## config.mk

```make
export PLATFORM = sky130hd
export DESIGN_NAME = char_lcd_refresh
export DESIGN_NICKNAME = d
export VERILOG_FILES = /design/src/rtl/char_lcd_refresh_pkg.sv /design/src/rtl/lcd_write_cycle.sv /design/src/rtl/char_lcd_refresh.sv
export SDC_FILE = /design/constraint.sdc
export NUM_CORES = 1
export LEC_CHECK = 0
export ABC_AREA = 1
export CORE_ASPECT_RATIO = 0.6
export CORE_UTILIZATION = 48
export CTS_CLUSTER_DIAMETER = 150
export CTS_CLUSTER_SIZE = 24
export DETAILED_ROUTE_END_ITERATION = 10
export DONT_BUFFER_PORTS = 1
export GPL_TIMING_DRIVEN = 0
export PLACE_DENSITY = 0.65
export SYNTH_ARGS = -nofsm -noshare
export SYNTH_HDL_FRONTEND = slang
export SYNTH_SLANG_ARGS = --single-unit
```

## constraint.sdc

```tcl
create_clock -name clk -period 1.81 [get_ports clk]
set_input_delay 0.2715 -clock clk [delete_from_list [all_inputs] [get_ports clk]]
set_output_delay 0.2715 -clock clk [all_outputs]
set_load 0.01 [all_outputs]
```

## src/rtl/char_lcd_refresh_pkg.sv

```systemverilog
// Shared constants, state encodings and the init command table for the
// HD44780 16x1 character LCD refresher.
package char_lcd_refresh_pkg;

    localparam logic [7:0] FUNC_SET_8BIT = 8'h38;
    localparam logic [7:0] DISP_ON       = 8'h0C;
    localparam logic [7:0] CLEAR         = 8'h01;
    localparam logic [7:0] ENTRY_INC     = 8'h06;
    localparam logic [7:0] DDRAM_BASE    = 8'h80;

    localparam int NUM_CHARS     = 16;
    localparam int NUM_INIT_CMDS = 5;

    typedef enum logic [2:0] {
        PWR_WAIT,
        INIT,
        IDLE,
        LOAD,
        ADDR,
        CHAR
    } lcd_state_t;

    typedef enum logic [1:0] {
        W_IDLE,
        W_SETUP,
        W_PULSE,
        W_HOLD
    } wr_phase_t;

    // Function set is sent twice so the controller latches 8-bit mode reliably.
    function automatic logic [7:0] init_cmd(input logic [2:0] step);
        case (step)
            3'd0, 3'd1: init_cmd = FUNC_SET_8BIT;
            3'd2:       init_cmd = DISP_ON;
            3'd3:       init_cmd = CLEAR;
            default:    init_cmd = ENTRY_INC;
        endcase
    endfunction

endpackage

```

## src/rtl/lcd_write_cycle.sv

```systemverilog
// One LCD bus write: SETUP (E low, RS/data driven), PULSE (E high), HOLD (E low).
// start/done: start is sampled only while idle; done pulses one cycle at the end of HOLD.
module lcd_write_cycle
    import char_lcd_refresh_pkg::*;
#(
    parameter int SETUP_CNT      = 2,
    parameter int EN_PULSE_CNT   = 16,
    parameter int CMD_WAIT_CNT   = 1350,
    parameter int CLEAR_WAIT_CNT = 45000,
    parameter int CNT_W          = 21
) (
    input  logic       clk,
    input  logic       reset,
    input  logic       start,
    input  logic       rs,
    input  logic [7:0] data_byte,
    output logic       done,
    output logic       lcd_e,
    output logic       lcd_rs,
    output logic [7:0] lcd_data
);

    wr_phase_t        phase, phase_next;
    logic [CNT_W-1:0] cnt, cnt_next;
    logic [CNT_W-1:0] hold_last;

    // Clear needs the long wait; the latched byte decides, so a later start can't disturb it.
    assign hold_last = (!lcd_rs && (lcd_data == CLEAR)) ? CNT_W'(CLEAR_WAIT_CNT - 1)
                                                        : CNT_W'(CMD_WAIT_CNT - 1);

    always_comb begin
        phase_next = phase;
        cnt_next   = cnt + 1'b1;
        done       = 1'b0;
        case (phase)
            W_IDLE: begin
                cnt_next = '0;
                if (start) phase_next = W_SETUP;
            end
            W_SETUP: begin
                if (cnt == CNT_W'(SETUP_CNT - 1)) begin
                    phase_next = W_PULSE;
                    cnt_next   = '0;
                end
            end
            W_PULSE: begin
                if (cnt == CNT_W'(EN_PULSE_CNT - 1)) begin
                    phase_next = W_HOLD;
                    cnt_next   = '0;
                end
            end
            W_HOLD: begin
                if (cnt == hold_last) begin
                    phase_next = W_IDLE;
                    cnt_next   = '0;
                    done       = 1'b1;
                end
            end
            default: begin
                phase_next = W_IDLE;
                cnt_next   = '0;
            end
        endcase
    end

    always_ff @(posedge clk) begin
        if (reset) begin
            phase    <= W_IDLE;
            cnt      <= '0;
            lcd_e    <= 1'b0;
            lcd_rs   <= 1'b0;
            lcd_data <= '0;
        end else begin
            phase <= phase_next;
            cnt   <= cnt_next;
            lcd_e <= (phase_next == W_PULSE);
            if (phase == W_IDLE && start) begin
                lcd_rs   <= rs;
                lcd_data <= data_byte;
            end
        end
    end

endmodule

```

## src/rtl/char_lcd_refresh.sv

```systemverilog
// Drives a 16x1 HD44780 LCD from a 128-bit text window: power-on init, then a
// full 16-character rewrite whenever the window differs from the last one written.
module char_lcd_refresh
    import char_lcd_refresh_pkg::*;
#(
    parameter int POWERON_WAIT_CNT = 1080000,
    parameter int SETUP_CNT        = 2,
    parameter int EN_PULSE_CNT     = 16,
    parameter int CMD_WAIT_CNT     = 1350,
    parameter int CLEAR_WAIT_CNT   = 45000
) (
    input  logic         clk,
    input  logic         reset,
    input  logic [127:0] string_data,
    output logic [7:0]   lcd_data,
    output logic         lcd_rs,
    output logic         lcd_rw,
    output logic         lcd_e,
    output logic         init_done,
    output logic         busy
);

    localparam int MAX_A    = (POWERON_WAIT_CNT > CLEAR_WAIT_CNT) ? POWERON_WAIT_CNT : CLEAR_WAIT_CNT;
    localparam int MAX_WAIT = (MAX_A > CMD_WAIT_CNT) ? MAX_A : CMD_WAIT_CNT;
    localparam int CNT_W    = $clog2(MAX_WAIT + 1);

    lcd_state_t       state, state_next;
    logic [CNT_W-1:0] pwr_cnt, pwr_cnt_next;
    logic [3:0]       idx, idx_next;
    logic [127:0]     snapshot;
    logic             snapshot_load;
    logic             init_done_next;
    logic             wr_start, wr_rs, wr_done;
    logic [7:0]       wr_byte;

    assign lcd_rw = 1'b0;
    assign busy   = (state != IDLE);

    // wr_start is held as a level in transfer states; the write cycle only samples it when idle.
    always_comb begin
        state_next     = state;
        pwr_cnt_next   = pwr_cnt;
        idx_next       = idx;
        init_done_next = init_done;
        snapshot_load  = 1'b0;
        wr_start       = 1'b0;
        wr_rs          = 1'b0;
        wr_byte        = 8'h00;
        case (state)
            PWR_WAIT: begin
                if (pwr_cnt == CNT_W'(POWERON_WAIT_CNT - 1)) begin
                    state_next   = INIT;
                    pwr_cnt_next = '0;
                    idx_next     = '0;
                end else begin
                    pwr_cnt_next = pwr_cnt + 1'b1;
                end
            end
            INIT: begin
                wr_start = 1'b1;
                wr_byte  = init_cmd(idx[2:0]);
                if (wr_done) begin
                    if (idx == 4'(NUM_INIT_CMDS - 1)) begin
                        init_done_next = 1'b1;
                        idx_next       = '0;
                        state_next     = LOAD;
                    end else begin
                        idx_next = idx + 1'b1;
                    end
                end
            end
            IDLE: begin
                if (string_data != snapshot) state_next = LOAD;
            end
            LOAD: begin
                snapshot_load = 1'b1;
                state_next    = ADDR;
            end
            ADDR: begin
                wr_start = 1'b1;
                wr_byte  = DDRAM_BASE;
                if (wr_done) begin
                    idx_next   = '0;
                    state_next = CHAR;
                end
            end
            CHAR: begin
                wr_start = 1'b1;
                wr_rs    = 1'b1;
                wr_byte  = snapshot[8 * (NUM_CHARS - 1 - int'(idx)) +: 8];
                if (wr_done) begin
                    if (idx == 4'(NUM_CHARS - 1)) begin
                        idx_next   = '0;
                        state_next = IDLE;
                    end else begin
                        idx_next = idx + 1'b1;
                    end
                end
            end
            default: state_next = PWR_WAIT;
        endcase
    end

    always_ff @(posedge clk) begin
        if (reset) begin
            state     <= PWR_WAIT;
            pwr_cnt   <= '0;
            idx       <= '0;
            init_done <= 1'b0;
            snapshot  <= {NUM_CHARS{8'h20}};
        end else begin
            state     <= state_next;
            pwr_cnt   <= pwr_cnt_next;
            idx       <= idx_next;
            init_done <= init_done_next;
            if (snapshot_load) snapshot <= string_data;
        end
    end

    lcd_write_cycle #(
        .SETUP_CNT      (SETUP_CNT),
        .EN_PULSE_CNT   (EN_PULSE_CNT),
        .CMD_WAIT_CNT   (CMD_WAIT_CNT),
        .CLEAR_WAIT_CNT (CLEAR_WAIT_CNT),
        .CNT_W          (CNT_W)
    ) u_write (
        .clk       (clk),
        .reset     (reset),
        .start     (wr_start),
        .rs        (wr_rs),
        .data_byte (wr_byte),
        .done      (wr_done),
        .lcd_e     (lcd_e),
        .lcd_rs    (lcd_rs),
        .lcd_data  (lcd_data)
    );

endmodule

```

After elaboration in Yosys (flattened, before gate mapping)
Index checks and enable logic that the tools add are counted.
{"block": "word_totals", "elab_cells": 88, "output_inout_bits": 13, "ff_bits": 190, "inputBits": 130}
{"block": "op_classes", "muxes": 33, "eq_ne": 28, "shift": 1, "n_addsub": 4, "n_reduce_logical": 12}
{"operator": "128-bit != test", "count": 1}
{"operator": "128-bit by 8-bit variable part select with 8-bit output", "count": 1}
{"operator": "21-bit two-way mux", "count": 4}
{"operator": "21-bit one-hot mux with 4 select lines", "count": 1}
{"operator": "21-bit by 1-bit adder with 21-bit output (second input constant)", "count": 2}
{"operator": "4-bit two-way mux", "count": 6}
{"operator": "8-bit one-hot mux with 3 select lines", "count": 1}
{"operator": "21-bit by 1-bit == test with 1-bit output (second input constant)", "count": 1}
{"operator": "21-bit == test", "count": 1}
{"operator": "21-bit == test (second input constant)", "count": 1}
{"operator": "21-bit by 4-bit == test with 1-bit output (second input constant)", "count": 1}
{"operator": "3-bit two-way mux", "count": 7}
{"operator": "3-bit one-hot mux with 6 select lines", "count": 1}
{"operator": "6-bit one-hot mux with 3 select lines", "count": 1}
{"operator": "16-bit two-way mux", "count": 1}
{"operator": "4-bit one-hot mux with 4 select lines", "count": 1}
{"operator": "3-bit by 2-bit == test with 1-bit output (second input constant)", "count": 4}
{"operator": "8-bit by 1-bit == test with 1-bit output (second input constant)", "count": 1}
{"operator": "2-bit two-way mux", "count": 4}
{"operator": "2-bit != test (second input constant)", "count": 4}
{"operator": "2-bit one-hot mux with 4 select lines", "count": 1}
{"operator": "7-bit AND reduction", "count": 1}
{"operator": "2-bit == test (second input constant)", "count": 3}
{"operator": "3-bit by 1-bit == test with 1-bit output (second input constant)", "count": 2}
{"operator": "18 further kinds", "count": 27}

Longest topological paths before layout
{"block": "depth", "depth_word": 8, "depth_mapped": 13, "ltp_nobuf": 13}

Cells and area by module
A second synthesis with hierarchy kept.
{"block": "unflattened", "cells_unflattened": 1556, "area_unflattened_um2": 10538.9}
{"module": "char_lcd_refresh", "area_per_inst_um2": 8811.0, "seq_area_each_um2": 3143.0, "n_inst": 1, "cells_per_inst": 1299}
{"module": "lcd_write_cycle", "area_per_inst_um2": 1727.9, "seq_area_each_um2": 660.6, "n_inst": 1, "cells_per_inst": 257}

Worst setup path before layout
No wires, ideal clock.
{"block": "synth_timing", "path_type": "register -> register", "startpoint": "register idx[0]", "endpoint": "register state[0]", "required_ns": 1.695, "setup_slack_ns": 0.035, "arrival_ns": 1.660, "path_stages_with_launch": 13, "path_buffers": 1, "setup_time_ns": 0.115, "cell_sequence": "dfxtp_1 > inv_1 > clkbuf_1 > ha_1 > nand2_1 > nor2_1 > nor2_1 > a21oi_2 > nand2_1 > a21oi_4 > nand3_1 > nand2_1 > nor2_1"}
{"block": "synth_via", "elab_chain_len": 3}
{"item": "from (decl)", "line_no": "char_lcd_refresh.sv:29", "text": "logic [3:0] idx, idx_next;"}
{"item": "from (signal assigned)", "line_no": "char_lcd_refresh.sv:114", "text": "idx <= idx_next;"}
{"item": "4-bit == test or 4-bit by 3-bit == test with 1-bit output (tied branches)", "line_no": "char_lcd_refresh.sv:92, char_lcd_refresh.sv:63"}
{"item": "2-bit != test (no line)"}
{"item": "7-bit AND reduction (no line) *"}
{"item": "to (signal assigned)", "line_no": "char_lcd_refresh.sv:112", "text": "state <= state_next;"}
{"item": "to (decl)", "line_no": "char_lcd_refresh.sv:27", "text": "lcd_state_t state, state_next;"}
Every way passes the cells marked *; elsewhere a longest branch is shown, timed or not.
A chain may end at the register's enable or synchronous reset.

Worst setup path in the final report
{"block": "layout_timing", "startpoint": "register idx[0]", "endpoint": "register state[1]"}
The elaborated chain is that of the path after synthesis.

==> flow_metrics.env <==
export IMPL_status="finished with violations"
export IMPL_failed_checks="design-rule violations, negative setup slack"
export IMPL_hpwlAfterDp_mm=28.0
export IMPL_drtIter0Drc=1418
export IMPL_clockBufferDepth=2
export IMPL_wl_mm=39.1
export IMPL_num_rows=41
export IMPL_area_growth_pct=24.6
export IMPL_synth_flop_cell="dfxtp_1"
export IMPL_core_area_mm2=0.0212
export IMPL_timing_final_crit_period_ns=1.85
export IMPL_drv_slew=0
export IMPL_tritoncts="yes"
export IMPL_switchingPower_mw=2.01
export IMPL_synth_cell_type_count=47
export IMPL_powerDensity_mw_per_mm2=694
export IMPL_rsz0062_at_grt="yes"
export IMPL_crit_fanout=6
export IMPL_power_share_clock_pct=48.1
export IMPL_hold_path_class="input pin to flop"
export IMPL_yosysSeqAreaShare_pct=36.4
export IMPL_dpl_worst_slack_ns=-0.491
export IMPL_slowest_stage="dfxtp_2"
export IMPL_crit_buf_inv=3
export IMPL_final_common_cell="nor2_1"
export IMPL_worstSetupPathType="flop to flop"
export IMPL_synthCells=1515
export IMPL_grt_pass1_vias=9953
export IMPL_initial_core_util_pct=49.4
export IMPL_route_vias_total=11100
export IMPL_cts_buffers=17
export IMPL_ioPinCount=143
export IMPL_final_cell_mix="297 x nor2_1, 192 x nand2_1, 178 x o21ai_0, 173 x dfxtp_1"
export IMPL_fin_nets=1791
export IMPL_comb_power_share_pct=5.6
export IMPL_antenna_found_initial=2
export IMPL_drt_pass1_iter_count=9
export IMPL_peakVddDrop_v=0.000735
export IMPL_crit_required_ns=2.20
export IMPL_finalSetupTns_ns=-0.192
export IMPL_synth_top_area_share_pct=36.4
export IMPL_relSlewSlack_pct=50.3
export IMPL_cpPeakStageDelay_ns=0.34
export IMPL_clock_fmax_ghz=0.540
export IMPL_end_kind="flop"
export IMPL_yosys_warnings=0
export IMPL_netlist_area_mm2=0.0105
export IMPL_clk_pin_slew_worst_paths_ns=0.07
export IMPL_cp_data_arrival_time_ns=2.24
export IMPL_leakage_nw=5.05
export IMPL_intPower_mw=7.04
export IMPL_root_buffer="clkbuf_16"
export IMPL_grt_max_degree=17
export IMPL_grt_overflow=0
export IMPL_avgSynthCellArea_um2=6.90
export IMPL_setup_viol=6
export IMPL_clkLatencyLatePin_ns=0.45
export IMPL_worstMarginPinSlew_ns=0.743
export IMPL_async_flop_share_pct=0
export IMPL_grt_pass1_wl_mm=57.6
export IMPL_fin_skew_ns=0.0114
export IMPL_fin_crit_sh_pct=102
export IMPL_path_cells="inv_2, clkbuf_16, ha_1, nand2_1, nor2_2, nor2_1, a21oi_2, nand2_2, a21oi_4, and2_4, nand2_1, inv_1"
export IMPL_fp_dieH_um=116
export IMPL_io_buffers=0
export IMPL_synth_seq_cells=190
export IMPL_cts_sinks=190
export IMPL_hold_violations=0
export IMPL_die_area_mm2=0.0224
export IMPL_seqPwrFrac_pct=46.3
export IMPL_htreeDepth=4
export IMPL_worstSetupStartpointType="flop"
export IMPL_drv_cap=0
export IMPL_fp_dieW_um=193
export IMPL_synth_edf_count=0
export IMPL_drive_above_1_share_pct=12.1
export IMPL_layout_setup_ws_ns=-0.0424
export IMPL_switching_share_pct=22.2
export IMPL_synth_largest_area_cell="dfxtp_1"
export IMPL_cp_common_cell="nand2_1"
export IMPL_wire_per_inst_um=20.1
export IMPL_ys_top_cells_by_area="dfxtp_1 36%, nor2_1 11%, o21ai_0 8.8%"
export IMPL_drc=22
export IMPL_syn_nets=1652
export IMPL_crit_family="simple AND/OR/NAND/NOR gates"
export IMPL_grt_usage_pct=34.9
export IMPL_place_congestion=1.00
export IMPL_ant_nets=0
export IMPL_vias_per_cell=5.70
## per-layer routing
metal / global-route usage (%) / up-vias / part of all wire [%]
li1: - / 5220 / -
met2: 44.7 / 656 / 37
met4: 8.08 / 0 / 1.3
met5: 0 / - / 0
met1: 53.0 / 5176 / 47
met3: 13.5 / 44 / 15
## flip-flops by register name, indices dropped and copies added, names as in the netlist
register and count:
idx 4, init_done 1, pwr_cnt 21, snapshot 128, state 3, u_write.cnt 21, u_write.lcd_data 8, u_write.lcd_e 1
u_write.lcd_rs 1, u_write.phase 2
## final timing paths
path	start	endpoint	slack (ns)	cells past startpoint
setup reg to reg	idx[0]	state[1]	-0.04	12
hold reg to reg	pwr_cnt[10]	pwr_cnt[10]	0.48	2
hold / removal	string_data[64]	snapshot[64]	0.02	2
setup / recovery	idx[0]	state[1]	-0.04	12
## through the flow
step	hold slack (ns)	util, %	area (um2)	instances	power, mW
6_report	0.0219	61.5	13000	1947	9.04
5_1_grt	0.0221	61.5	13000	1947	9.27
4_1_cts	0.00445	59.9	12700	1935	9.05
3_5_place_dp	0.403	51.0	10800	1794	4.58
3_3_place_gp	0.400	51.0	10800	1794	4.58
2_1_floorplan	0.398	-	10500	1515	4.51
## worst register-to-register path, stage by stage (launching register included)
cell and delay, ns:
dfxtp_2 0.34, inv_2 0.13, clkbuf_16 0.16, ha_1 0.14, nand2_1 0.07, nor2_2 0.09
nor2_1 0.07, a21oi_2 0.15, nand2_2 0.09, a21oi_4 0.23, and2_4 0.20, nand2_1 0.07
inv_1 0.06
## cell usage after synthesis, types with 15 or more instances
library cell and n:
a21oi_1 111, buf_2 18, clkbuf_1 49, dfxtp_1 190, inv_1 107, inv_2 16, nand2_1 200, nand3_1 48
nand4_1 31, nor2_1 302, nor3_1 23, o211ai_1 15, o21ai_0 184, xnor2_1 92, xor2_1 41
## power groups by stage
stage / Sequential [mW] / Combinational (mW) / Clock [mW]
2_1_floorplan: 4.28 / 0.227 / 0
3_3_place_gp: 4.28 / 0.292 / 0
3_5_place_dp: 4.29 / 0.292 / 0
4_1_cts: 4.19 / 0.487 / 4.38
5_1_grt: 4.19 / 0.546 / 4.54
6_report: 4.19 / 0.505 / 4.35
## cell type report
| type | count | area [um2] |
|---|---|---|
| Clock buffer | 20 | 467 |
| Inverter | 125 | 472 |
| Tap cell | 279 | 349 |
| Multi-Input combinational cell | 1128 | 6100 |
| Fill cell | 1976 | 8150 |
| Sequential cell | 190 | 3830 |
| Buffer | 72 | 435 |
| Antenna cell | 1 | 2.50 |
| Clock inverter | 12 | 206 |
| Timing Repair Buffer | 120 | 1170 |
## cell families after synthesis
group / Yosys count / synth area share, %
compound gates: 331 / 16.9
simple gates: 655 / 27.3
flops: 190 / 36.4
other cells: 1 / 0.0359
buf+inv: 198 / 7.47
xor+xnor: 133 / 11.1
fa+ha+maj: 7 / 0.837
## timing repair
action / in CTS / in global routing
buffers inserted: 7 / 10
hold buffers: 102 / 0
hold endpoints to repair: 102 / 0
gates cloned: 0 / 2
endpoints found under the setup margin: 140 / 127
pin swaps: 9 / 23
gates resized for setup: 46 / 93
Power figures use the tool's default switching activity.
